--- src/rtl/rf_wb_arbiter_pkg.sv ---
// Shared definitions for the register-file writeback arbiter: widths,
// default sizing, the buffered result entry and the write-port source select.
package rf_wb_arbiter_pkg;

    localparam int REG_ADDR_W       = 5;
    localparam int DATA_W           = 32;
    localparam int NUM_REGS         = 1 << REG_ADDR_W;
    localparam int FIFO_DEPTH_DEF   = 2;
    localparam int STARVE_LIMIT_DEF = 3;

    // One buffered multi-cycle result waiting for the write port.
    typedef struct packed {
        logic [REG_ADDR_W-1:0] rd;
        logic [DATA_W-1:0]     data;
    } wb_entry_t;

    // Which requester drives the register-file write port this cycle.
    typedef enum logic [1:0] {
        SRC_NONE  = 2'd0,
        SRC_PIPE  = 2'd1,
        SRC_BUF   = 2'd2,
        SRC_FORCE = 2'd3
    } wr_src_e;

    // Bits needed to index n entries; never less than one.
    function automatic int idx_w(input int n);
        return (n > 1) ? $clog2(n) : 1;
    endfunction

endpackage

--- src/rtl/rf_wb_arbiter_wb_fifo.sv ---
// wb_fifo: synchronous FIFO of pending multi-cycle results. Writes and reads
// are both registered, so a push into an empty FIFO is visible at the head
// only from the following cycle. push is ignored when full, pop when empty.
module wb_fifo
    import rf_wb_arbiter_pkg::*;
#(
    parameter int DEPTH = FIFO_DEPTH_DEF
) (
    input  logic      clk,
    input  logic      rst,
    input  logic      push,
    input  wb_entry_t din,
    input  logic      pop,
    output wb_entry_t dout,
    output logic      full,
    output logic      empty
);

    localparam int PW = idx_w(DEPTH);
    localparam int CW = $clog2(DEPTH + 1);

    wb_entry_t       mem_q [DEPTH];
    wb_entry_t       mem_d [DEPTH];
    logic [PW-1:0]   wr_ptr_q, wr_ptr_d;
    logic [PW-1:0]   rd_ptr_q, rd_ptr_d;
    logic [CW-1:0]   count_q, count_d;
    logic            push_ok;
    logic            pop_ok;

    function automatic logic [PW-1:0] next_ptr(input logic [PW-1:0] p);
        return (p == PW'(DEPTH - 1)) ? '0 : p + 1'b1;
    endfunction

    assign full  = (count_q == CW'(DEPTH));
    assign empty = (count_q == '0);
    assign dout  = mem_q[rd_ptr_q];

    // Next pointers, occupancy and storage from the guarded push/pop.
    always_comb begin
        push_ok  = push && !full;
        pop_ok   = pop && !empty;
        mem_d    = mem_q;
        wr_ptr_d = wr_ptr_q;
        rd_ptr_d = rd_ptr_q;
        count_d  = count_q;
        if (push_ok) begin
            mem_d[wr_ptr_q] = din;
            wr_ptr_d        = next_ptr(wr_ptr_q);
        end
        if (pop_ok) begin
            rd_ptr_d = next_ptr(rd_ptr_q);
        end
        case ({push_ok, pop_ok})
            2'b10:   count_d = count_q + 1'b1;
            2'b01:   count_d = count_q - 1'b1;
            default: count_d = count_q;
        endcase
    end

    // Pointer/occupancy registers; reset empties the FIFO, data is left stale.
    always_ff @(posedge clk) begin
        if (rst) begin
            wr_ptr_q <= '0;
            rd_ptr_q <= '0;
            count_q  <= '0;
        end else begin
            wr_ptr_q <= wr_ptr_d;
            rd_ptr_q <= rd_ptr_d;
            count_q  <= count_d;
        end
    end

    // Storage array update.
    always_ff @(posedge clk) begin
        mem_q <= mem_d;
    end

endmodule

--- src/rtl/rf_wb_arbiter.sv ---
// rf_wb_arbiter: shares one register-file write port between the in-order
// pipeline writeback and buffered multi-cycle results, with a starvation
// counter that forces the buffer head through, and a pending-register
// scoreboard used upstream for hazard checks.
//
// Handshakes: a multi-cycle result transfers on a posedge where md_valid and
// md_ready are both 1 (md_ready depends only on registered state and rst).
// A pipeline request (wb_we with wb_rd != 0) is consumed on any posedge where
// wb_stall is 0; while wb_stall is 1 upstream holds wb_* unchanged.
module rf_wb_arbiter
    import rf_wb_arbiter_pkg::*;
#(
    parameter int FIFO_DEPTH   = FIFO_DEPTH_DEF,
    parameter int STARVE_LIMIT = STARVE_LIMIT_DEF
) (
    input  logic                  clk,
    input  logic                  rst,
    input  logic                  wb_we,
    input  logic [REG_ADDR_W-1:0] wb_rd,
    input  logic [DATA_W-1:0]     wb_wd,
    output logic                  wb_stall,
    input  logic                  md_valid,
    input  logic [REG_ADDR_W-1:0] md_rd,
    input  logic [DATA_W-1:0]     md_wd,
    output logic                  md_ready,
    input  logic                  iss_valid,
    input  logic [REG_ADDR_W-1:0] iss_rd,
    input  logic [REG_ADDR_W-1:0] chk_a1,
    input  logic [REG_ADDR_W-1:0] chk_a2,
    output logic                  busy1,
    output logic                  busy2,
    output logic                  rf_we,
    output logic [REG_ADDR_W-1:0] rf_a3,
    output logic [DATA_W-1:0]     rf_wd
);

    localparam int SW = idx_w(STARVE_LIMIT + 1);
    localparam logic [SW-1:0] LIMIT = SW'(STARVE_LIMIT);

    logic [SW-1:0]       starve_q, starve_d;
    logic [NUM_REGS-1:0] pending_q, pending_d;

    wb_entry_t fifo_din;
    wb_entry_t fifo_head;
    logic      fifo_push;
    logic      fifo_pop;
    logic      fifo_full;
    logic      fifo_empty;
    logic      pipe_valid;
    wr_src_e   wr_src;

    wb_fifo #(
        .DEPTH (FIFO_DEPTH)
    ) u_fifo (
        .clk   (clk),
        .rst   (rst),
        .push  (fifo_push),
        .din   (fifo_din),
        .pop   (fifo_pop),
        .dout  (fifo_head),
        .full  (fifo_full),
        .empty (fifo_empty)
    );

    // Write-port arbitration and result-buffer acceptance.
    always_comb begin
        pipe_valid = wb_we && (wb_rd != '0);
        wr_src     = SRC_NONE;
        if (!rst) begin
            if (!fifo_empty && (starve_q == LIMIT)) begin
                wr_src = SRC_FORCE;
            end else if (pipe_valid) begin
                wr_src = SRC_PIPE;
            end else if (!fifo_empty) begin
                wr_src = SRC_BUF;
            end
        end
        rf_we    = (wr_src != SRC_NONE);
        rf_a3    = (wr_src == SRC_PIPE) ? wb_rd : fifo_head.rd;
        rf_wd    = (wr_src == SRC_PIPE) ? wb_wd : fifo_head.data;
        wb_stall = (wr_src == SRC_FORCE) && pipe_valid;
        fifo_pop = (wr_src == SRC_FORCE) || (wr_src == SRC_BUF);

        // Results for x0 are acknowledged but never stored.
        md_ready      = !fifo_full && !rst;
        fifo_push     = md_valid && md_ready && (md_rd != '0);
        fifo_din.rd   = md_rd;
        fifo_din.data = md_wd;
    end

    // Starve counter and pending-register scoreboard next state.
    always_comb begin
        starve_d = starve_q;
        if (fifo_pop || fifo_empty) begin
            starve_d = '0;
        end else if ((wr_src == SRC_PIPE) && (starve_q != LIMIT)) begin
            starve_d = starve_q + 1'b1;
        end

        // Clear first so a same-cycle re-issue of the popped rd stays pending.
        pending_d = pending_q;
        if (fifo_pop) begin
            pending_d[fifo_head.rd] = 1'b0;
        end
        if (iss_valid && (iss_rd != '0)) begin
            pending_d[iss_rd] = 1'b1;
        end
    end

    // Hazard lookups for the two source operands; x0 is never busy.
    always_comb begin
        busy1 = (chk_a1 != '0) && pending_q[chk_a1];
        busy2 = (chk_a2 != '0) && pending_q[chk_a2];
    end

    // Counter and scoreboard registers.
    always_ff @(posedge clk) begin
        if (rst) begin
            starve_q  <= '0;
            pending_q <= '0;
        end else begin
            starve_q  <= starve_d;
            pending_q <= pending_d;
        end
    end

endmodule

--- config.mk ---
export PLATFORM = sky130hd
export DESIGN_NAME = rf_wb_arbiter
export DESIGN_NICKNAME = d
export VERILOG_FILES = /design/src/rtl/rf_wb_arbiter_pkg.sv /design/src/rtl/rf_wb_arbiter_wb_fifo.sv /design/src/rtl/rf_wb_arbiter.sv
export SDC_FILE = /design/constraint.sdc
export NUM_CORES = 1
export LEC_CHECK = 0
export CAP_MARGIN = 40
export CORE_MARGIN = 1.5
export CORE_UTILIZATION = 45
export DETAILED_ROUTE_END_ITERATION = 16
export PLACE_DENSITY = 0.79
export SLEW_MARGIN = 15
export SYNTH_ARGS = -nofsm -noshare
export SYNTH_HDL_FRONTEND = slang
export SYNTH_SLANG_ARGS = --single-unit
export TNS_END_PERCENT = 5
--- constraint.sdc ---
create_clock -name clk -period 3.56 [get_ports clk]
set_clock_uncertainty 0.1 [all_clocks]
set_input_delay 0.534 -clock clk [delete_from_list [all_inputs] [get_ports clk]]
set_output_delay 0.534 -clock clk [all_outputs]
set_load 0.02 [all_outputs]
== Word level (Yosys, flattened, before mapping) ==
Index checks and enable logic that the tools add are counted.
Cells by class
  add/subtract/negate cells: 5
  order comparisons: 9
  equal/unequal tests: 8
  mux-type cells: 25
  bitwise logic cells: 5
  reductions and logical operators: 29
Operators by type and width (number)
  two-way mux 37 bit: 4
  two-way mux 32 bit: 3
  bitwise mux 74 bit: 1
  demux 37 bit (select 1 bit): 1
  bitwise AND 32 bit: 1
  inverter 32 bit: 1
  OR 32 bit: 1
  nonzero test 5 bit: 5
  less-than comparator 5 x 6 -> 1 bit (second input constant): 4
  logical AND 1 bit: 15
  binary-select mux 1 bit (select 5 bit): 2
  demux 1 bit (select 5 bit): 2
  equality test 2 bit (second input constant): 5
  >= comparator 5 x 1 -> 1 bit (second input constant): 2
  two-way mux 2 bit: 4
  two-way mux 1 bit: 6
  two-way mux 5 bit: 1
  adder 2 x 1 -> 2 bit (second input constant): 2
  equality test 2 x 1 -> 1 bit (second input constant): 2
  >= comparator 2 bit (second input constant): 2
  inverter 1 -> 2 bit: 2
  one-hot mux 2 bit (2 select lines): 1
  nonzero test 2 bit: 2
  logical NOT 1 bit: 3
  7 further kinds: 9
Word-level totals
  register bits: 112
  input port bits: 94
  output and inout bits: 42
  logic and storage cells: 90

== Longest topological paths before layout ==
Gate-level depths: netlist (run 1).
  depth in word-level cells: 13
  depth in mapped cells: 8
  gate-level depth less buffers: 8

== Cells and area by module ==
From an unflattened synthesis (run 1), not the netlist that was laid out.
Second synthesis, totals
  cell total of the unflattened synthesis: 438
  area total of the unflattened synthesis: 5489.0 sq um
By module, submodules not included
  wb_fifo: instances 1, cells an instance 139, area each 2859.0 sq um, sequential area each 2302.2 sq um
  rf_wb_arbiter: instances 1, cells an instance 299, area each 2630.0 sq um, sequential area each 660.6 sq um

== Worst setup path before layout (run 1) ==
No wires, ideal clock.
  path type: in2reg
  from: in rst
  to: reg u_fifo.mem_q[0] (netlist name), enable pin
  library setup time: 0.431 ns
  arrival time: 2.755 ns
  required time: 3.029 ns
  slack: 0.274 ns
  cell stages on the path: 3
  path buffers: 0
  cell sequence: a21oi_1 nand3_1 nor2_1
On the way
  word-level cells in the longest chain between the ends: 5
Ends and longest elaborated chain
  start: declaration: line rf_wb_arbiter.sv:17  | input logic rst,
  logical NOT 1 bit: line rf_wb_arbiter.sv:85  | md_ready = !fifo_full && !rst;
  logical AND 1 bit: line rf_wb_arbiter.sv:85
  logical AND 1 bit (2 in series): line rf_wb_arbiter.sv:86  | fifo_push = md_valid && md_ready && (md_rd != '0);
  logical AND 1 bit: line rf_wb_arbiter_wb_fifo.sv:40  | push_ok = push && !full;
  end signal: assignment: line rf_wb_arbiter_wb_fifo.sv:75  | mem_q <= mem_d;
  end: declaration: line rf_wb_arbiter_wb_fifo.sv:22  | wb_entry_t mem_q [DEPTH];
No other way between the ends.
A chain may end at the register's enable or synchronous reset.

== Final worst setup path (run 1) ==
  from: in wb_rd[2]
  to: out rf_a3[3]
On the way
  word-level cells in the longest chain between the ends: 7
Ends and longest elaborated chain
  start: declaration: line rf_wb_arbiter.sv:19  | input logic [REG_ADDR_W-1:0] wb_rd,
  nonzero test 5 bit: line rf_wb_arbiter.sv:67  | pipe_valid = wb_we && (wb_rd != '0);
  logical AND 1 bit: line rf_wb_arbiter.sv:67
  two-way mux 2 bit: line rf_wb_arbiter.sv:72  | end else if (pipe_valid) begin
  two-way mux 2 bit: line rf_wb_arbiter.sv:70  | if (!fifo_empty && (starve_q == LIMIT)) begin
  two-way mux 2 bit: line rf_wb_arbiter.sv:69  | if (!rst) begin
  equality test 2 x 1 -> 1 bit: line rf_wb_arbiter.sv:79  | rf_a3 = (wr_src == SRC_PIPE) ? wb_rd : fifo_head.rd;
  two-way mux 5 bit: line rf_wb_arbiter.sv:79
  end: declaration: line rf_wb_arbiter.sv:33  | output logic [REG_ADDR_W-1:0] rf_a3,
No other way between the ends.

==> results of run 1 <==
[cells by family after synthesis]
logic type	after synthesis	synth area share, %
buf+inv	72	5.85
fa+ha+maj	2	0.430
compound gates	78	9.83
xor+xnor	2	0.301
mux	99	23.6
simple gates	99	9.08
flops	111	50.9
[worst min-delay path by stage]
stage | to | slack (ns) | cells past startpoint
after floorplan | starve_q[0] | 0.30 | 1
after global placement | starve_q[0] | 0.31 | 1
after detailed placement | starve_q[0] | 0.33 | 1
after CTS | starve_q[0] | 0.34 | 1
after global routing | starve_q[0] | 0.37 | 1
final | starve_q[0] | 0.35 | 1
[metal layers]
metal	wire length, um	GRT usage (%)
met1	5590	24.7
met4	353	9.40
met5	0	0
met2	7490	39.1
met3	732	3.74
[layout by cell type (no fill, tap or decap), types with 10 or more instances in the layout]
| cell | instances |
|---|---|
| mux2_4 | 30 |
| a41o_1 | 23 |
| clkdlybuf4s50_1 | 97 |
| inv_1 | 44 |
| a21oi_1 | 29 |
| mux2_2 | 45 |
| mux4_2 | 14 |
| dlygate4sd2_1 | 29 |
| edfxtp_1 | 74 |
| mux2i_1 | 10 |
| dfxtp_1 | 36 |
| buf_4 | 21 |
| nor2_1 | 37 |
[area by class of cell]
type / count / area (um2) / share of cell area (%)
clock inverters: 6 / 98.8 / 1.28
flip-flops and latches: 111 / 2960 / 38.3
multi-input cells: 280 / 2520 / 32.6
repair buffers: 160 / 1550 / 20.0
well taps: 172 / 215 / 2.78
clock buffers: 10 / 229 / 2.96
inverters: 44 / 165 / 2.13
[flip-flops by register name, summed over array words and instances, names as in the netlist]
signal / cells
u_fifo.mem_q: 74
u_fifo.count_q: 2
starve_q: 2
pending_q: 31
u_fifo.rd_ptr_q: 1
u_fifo.wr_ptr_q: 1
[worst register-to-register path: cells and delay by family, from the launching register on]
kind	cells	cell delay, ns
simple gates	2	0.76
mux	1	0.46
flops	1	0.67
compound gates	1	0.17
[power by group]
group / switching, mW / internal [mW]
Clock: 0.463 / 0.629
Combinational: 0.264 / 0.300
Sequential: 0.0250 / 1.42
[per-stage QoR]
step	worst slack (ns)	instances	util, %	setup TNS (ns)	power (mW)
5_1_grt	0.101	783	61.3	0	3.21
3_3_place_gp	0.0149	764	58.7	0	2.05
6_report	0.153	783	61.3	0	3.10
3_5_place_dp	-0.0600	766	58.8	-0.375	2.07
2_1_floorplan	0.274	463	-	0	1.79
4_1_cts	0.000245	782	61.1	0	3.12
[repair_timing]
action / CTS / global route
resized for setup: 29 / 9
cloned: 0 / 0
hold endpoints to repair: 0 / 0
hold buffers: 0 / 0
endpoints found under the setup margin: 29 / 9
==> out/metrics.yaml, run 1 <==
status:
  status: "complete, no violations"
clock_network:
  clkTransAtPathRegs_ns: 0.07
  post-cts-setup-buffers: 0
  ctsHtreeMaxLevel: 3
  clock_latency_ns: 0.35
  cts_sinks: 111
  ctsRootBufferMaster: "clkbuf_16"
  clock_path_buffers: 2
  cts_tree: "built"
  cts_buffers: 9
timing:
  hold_violations: 0
  rsz0062_at_grt: "no"
  hold_slack_ns: 0.347
  fmax_mhz: 293
  finalSetupViolations: 0
  fin_crit_ns: 3.41
  maxSlewViolCount: 0
  tightestPinTransition_ns: 0.828
  min_period_over_period_pct: 95.7
  slew_headroom_pct: 44.8
cells_and_area:
  drive_gt1_share_pct: 23.7
  synthToLayoutAreaGrowth_pct: 33.1
  fin_area_mm2: 0.00774
  final_net_count: 702
  num_antenna_cells: 0
  nFillCells: 1003
synthesis:
  synth_common_cells: "74 x edfxtp_1, 45 x mux2_2, 44 x inv_1, 38 x nor2_1, 37 x dfxtp_1"
  syn_area_mm2: 0.00582
  ys_ff_latch: 111
  synthCells: 463
  synth_edf_count: 74
  syn-num-nets: 559
  synth_flop_cell: "edfxtp_1"
  yosysWarnings: 0
  synth_top_area_share_pct: 38.2
  synthTopCellsByArea: "edfxtp_1 38%, dfxtp_1 13%, mux2_2 8.7%, mux2_4 7.7%, mux4_2 5.4%"
  yosysTopAreaCell: "edfxtp_1"
  async_flop_share_pct: 0
  synth_most_common_cell: "edfxtp_1"
  syn_area_per_cell_um2: 12.6
  yosysSeqAreaShare_pct: 50.9
  synth.distinct_cells: 49
die:
  die_h_um: 117
  start_util_pct: 46.1
  die-area_mm2: 0.0136
  io_pins: 136
  rows: 41
  die_w_um: 117
  core_area_mm2: 0.0126
setup_path:
  cp_max_fo: 23
  r2r-start: "u_fifo.rd_ptr_q"
  r2r_slack_ns: 1.25
  startpoint: "wb_rd[2]"
  endpoint_kind: "output port"
  crit_arrival_ns: 2.77
  timing.rr.end: "pending_q[4]"
  required_ns: 2.93
  crit_type: "primary input to output port"
  cpPeakStageDelay_ns: 0.55
  crit_path_end: "rf_a3[3]"
  path_delay_family: "buffers and inverters"
  worst_setup_path_start_kind: "primary input"
  reg2reg_depth: 4
  cp.buffers_inverters: 3
  worst-path-stages: 7
  cp_slowest_cell: "or4_4"
  path_cells: "clkdlybuf4s50_1 > or4_4 > o21ai_4 > or3_2 > buf_12 > mux2_2 > dlygate4sd2_1"
drt:
  ant_nets: 0
  viasPerCell: 5.43
  num_vias: 4250
  wl_mm: 14.2
  drtIter0Drc: 223
  drtPass1Iterations: 5
  wire_per_inst_um: 18.1
  remaining_drc_errors: 0
power:
  p_leak_nw: 2.87
  max-vdd-ir-drop_uv: 290
  power_density_mw_per_mm2: 401
placement:
  placed_area_mm2: 0.00742
  portBuffers: 135
  dp.final_hpwl_mm: 10.6
  gp_congestion: 0.866
global_routing:
  track_usage_pct: 21.5
  antenna_found_initial: 0
  grt_pass1_vias: 4312
  grt_max_degree: 38
  overflow: 0
  grt_pass1_wl_mm: 21.9
min_path:
  hp-start: "starve_q[0]"
  hold_path_class: "flop to flop"
flow_run:
  maxCapViolations: 0
Note: power is estimated with default switching activity, not from simulation.
==> inputs of run 2 (changes only) <==
==> constraint.sdc (replaced) <==
create_clock -name clk -period 3.56 [get_ports clk]
set_clock_uncertainty 0.1 [all_clocks]
set_input_delay 0.712 -clock clk [delete_from_list [all_inputs] [get_ports clk]]
set_output_delay 0.712 -clock clk [all_outputs]
set_load 0.02 [all_outputs]
==> run 2 against run 1 <==
  * The run now ends with setup timing left
  * Wire length shrank 2.5%
  * Die area is the same
  * Power shrank 4.2%
  * Setup slack lost 0.16 ns
  * Combinational power is essentially flat
  * Design area shrank 1.6%
  * First-iteration DRC count shrank 3.1%
  * Global-route usage shrank 0.60 points
  * Sequential share of layout area grew 0.64 points
  * Via count shrank 0.73%
  * Final cell count grew 0.38%
  * Largest cell class unchanged
  * Largest power group unchanged
  * Highest routed layer unchanged
==> out/metrics.yaml, run 2 (same netlist as run 1, synthesis figures left out) <==
die:
  io_pins: 136
  die_h_um: 117
  die_w_um: 117
  core_area_mm2: 0.0126
  die-area_mm2: 0.0136
  start_util_pct: 46.1
  rows: 41
setup_path:
  crit_arrival_ns: 2.76
  path_delay_family: "buffers and inverters"
  endpoint_kind: "output port"
  cp_slowest_cell: "or4_4"
  path_cells: "clkdlybuf4s50_1 > or4_4 > o21ai_4 > or3_4 > buf_8 > mux2_2 > clkdlybuf4s15_2"
  crit_type: "primary input to output port"
  worst_setup_path_start_kind: "primary input"
  cpPeakStageDelay_ns: 0.55
  cp_max_fo: 8
  required_ns: 2.75
  cp.buffers_inverters: 3
timing:
  finalSetupViolations: 1
  tightestPinTransition_ns: 0.793
  fmax_mhz: 280
  finalSetupTns_ns: -0.00893
  slew_headroom_pct: 45.6
  layout_setup_ws_ns: -0.00893
  hold_violations: 0
  min_period_over_period_pct: 100
  maxSlewViolCount: 0
  hold_slack_ns: 0.340
  fin_crit_ns: 3.57
  rsz0062_at_grt: "yes"
drt:
  ant_nets: 0
  wl_mm: 13.8
  m1WireLength_mm: 5.51
  wl_met3_um: 858
  remaining_drc_errors: 0
  viasPerCell: 5.37
  wire_per_inst_um: 17.6
  drtIter0Drc: 216
  drtPass1Iterations: 5
  dr.max_layer_used: "met4"
  wl_met2_mm: 7.16
  num_vias: 4219
cells_and_area:
  final_net_count: 705
  largest_reg_flops: 74
  multiInputGateArea_mm2: 0.00253
  nFillCells: 995
  fin_area_mm2: 0.00761
  final_common_cell: "clkdlybuf4s50_1"
  finalNonFillerCells: 786
  reg_top3: "u_fifo.mem_q x74, pending_q x31"
  num_antenna_cells: 0
  regArea_mm2: 0.00296
  final_cell_mix: "96 x clkdlybuf4s50_1, 74 x edfxtp_1, 45 x mux2_2"
  top_register: "u_fifo.mem_q"
  utilization_pct: 60.3
  drive_gt1_share_pct: 30.5
  synthToLayoutAreaGrowth_pct: 30.9
clock_network:
  clock_latency_ns: 0.36
  cts_sinks: 111
  cts_tree: "built"
  cts_resized: 131
  ctsHtreeMaxLevel: 3
  post-cts-setup-buffers: 0
  clock_path_buffers: 2
  cts_buffers: 9
  hold_buffers: 0
  ctsRootBufferMaster: "clkbuf_16"
  clkTransAtPathRegs_ns: 0.08
global_routing:
  grt_pass1_wl_mm: 21.3
  grt_pass1_vias: 4124
  overflow: 0
  track_usage_pct: 20.9
  antenna_found_initial: 0
  grt_max_degree: 38
placement:
  placed_area_mm2: 0.00749
  portBuffers: 135
  dp.final_hpwl_mm: 10.3
  place_inst: 770
  gp_congestion: 0.910
  place_ws_ns: -0.387
power:
  totalPowerFinal_mw: 2.97
  p_leak_nw: 2.76
  max-vdd-ir-drop_uv: 351
  power_density_mw_per_mm2: 390
min_path:
  hold_path_class: "flop to flop"
status:
  status: "finished, violations left"
  violations: "setup timing"
flow_run:
  maxCapViolations: 0
## run 2: cell count changes in the layout (fill, tap and decap cells not counted), moves of 2 or more
cell and delta:
buf_2 +30, inv_6 +2, inv_8 -2, buf_6 +2, dlygate4sd2_1 -28, buf_12 +3, clkbuf_2 +5, dlymetal6s2s_1 -9
bufinv_16 -2
## run 2: layer usage
metal  GRT usage [%]  up-vias
met5               0        -
met4            7.15        0
met3            4.67       22
met2            37.3      135
met1            24.8     2033
li1                -     2029
## run 2: worst paths after layout
path                                      start           end  slack, ns  depth (start not counted)
worst max-delay path                   wb_rd[2]     rf_wd[31]     -0.009                          7
worst min-delay path                starve_q[0]   starve_q[0]       0.34                          1
worst max register to register  u_fifo.rd_ptr_q  pending_q[4]       1.37                          4
worst min register to register      starve_q[0]   starve_q[0]       0.34                          1
## run 2: worst reg2reg max path: stages, from the launching register on
cell     delay [ns]
dfxtp_2        0.63
mux2_2         0.44
nor3_1         0.33
and2_0         0.35
a41oi_1        0.16
## run 2: power by group
part	leakage, nW	internal [mW]	switching [mW]	total (mW)
sequential	0.978	1.42	0.0230	1.44
clock	0.136	0.487	0.481	0.968
combinational	1.64	0.294	0.267	0.561
total	2.76	2.20	0.771	2.97
## run 2: layout make-up
cell class	count	share of cell area [%]
Clock inverter	7	0.822
Timing Repair Buffer	163	19.1
Clock buffer	9	2.96
Tap cell	172	2.83
Multi-Input combinational cell	280	33.2
Sequential cell	111	38.9
Inverter	44	2.17
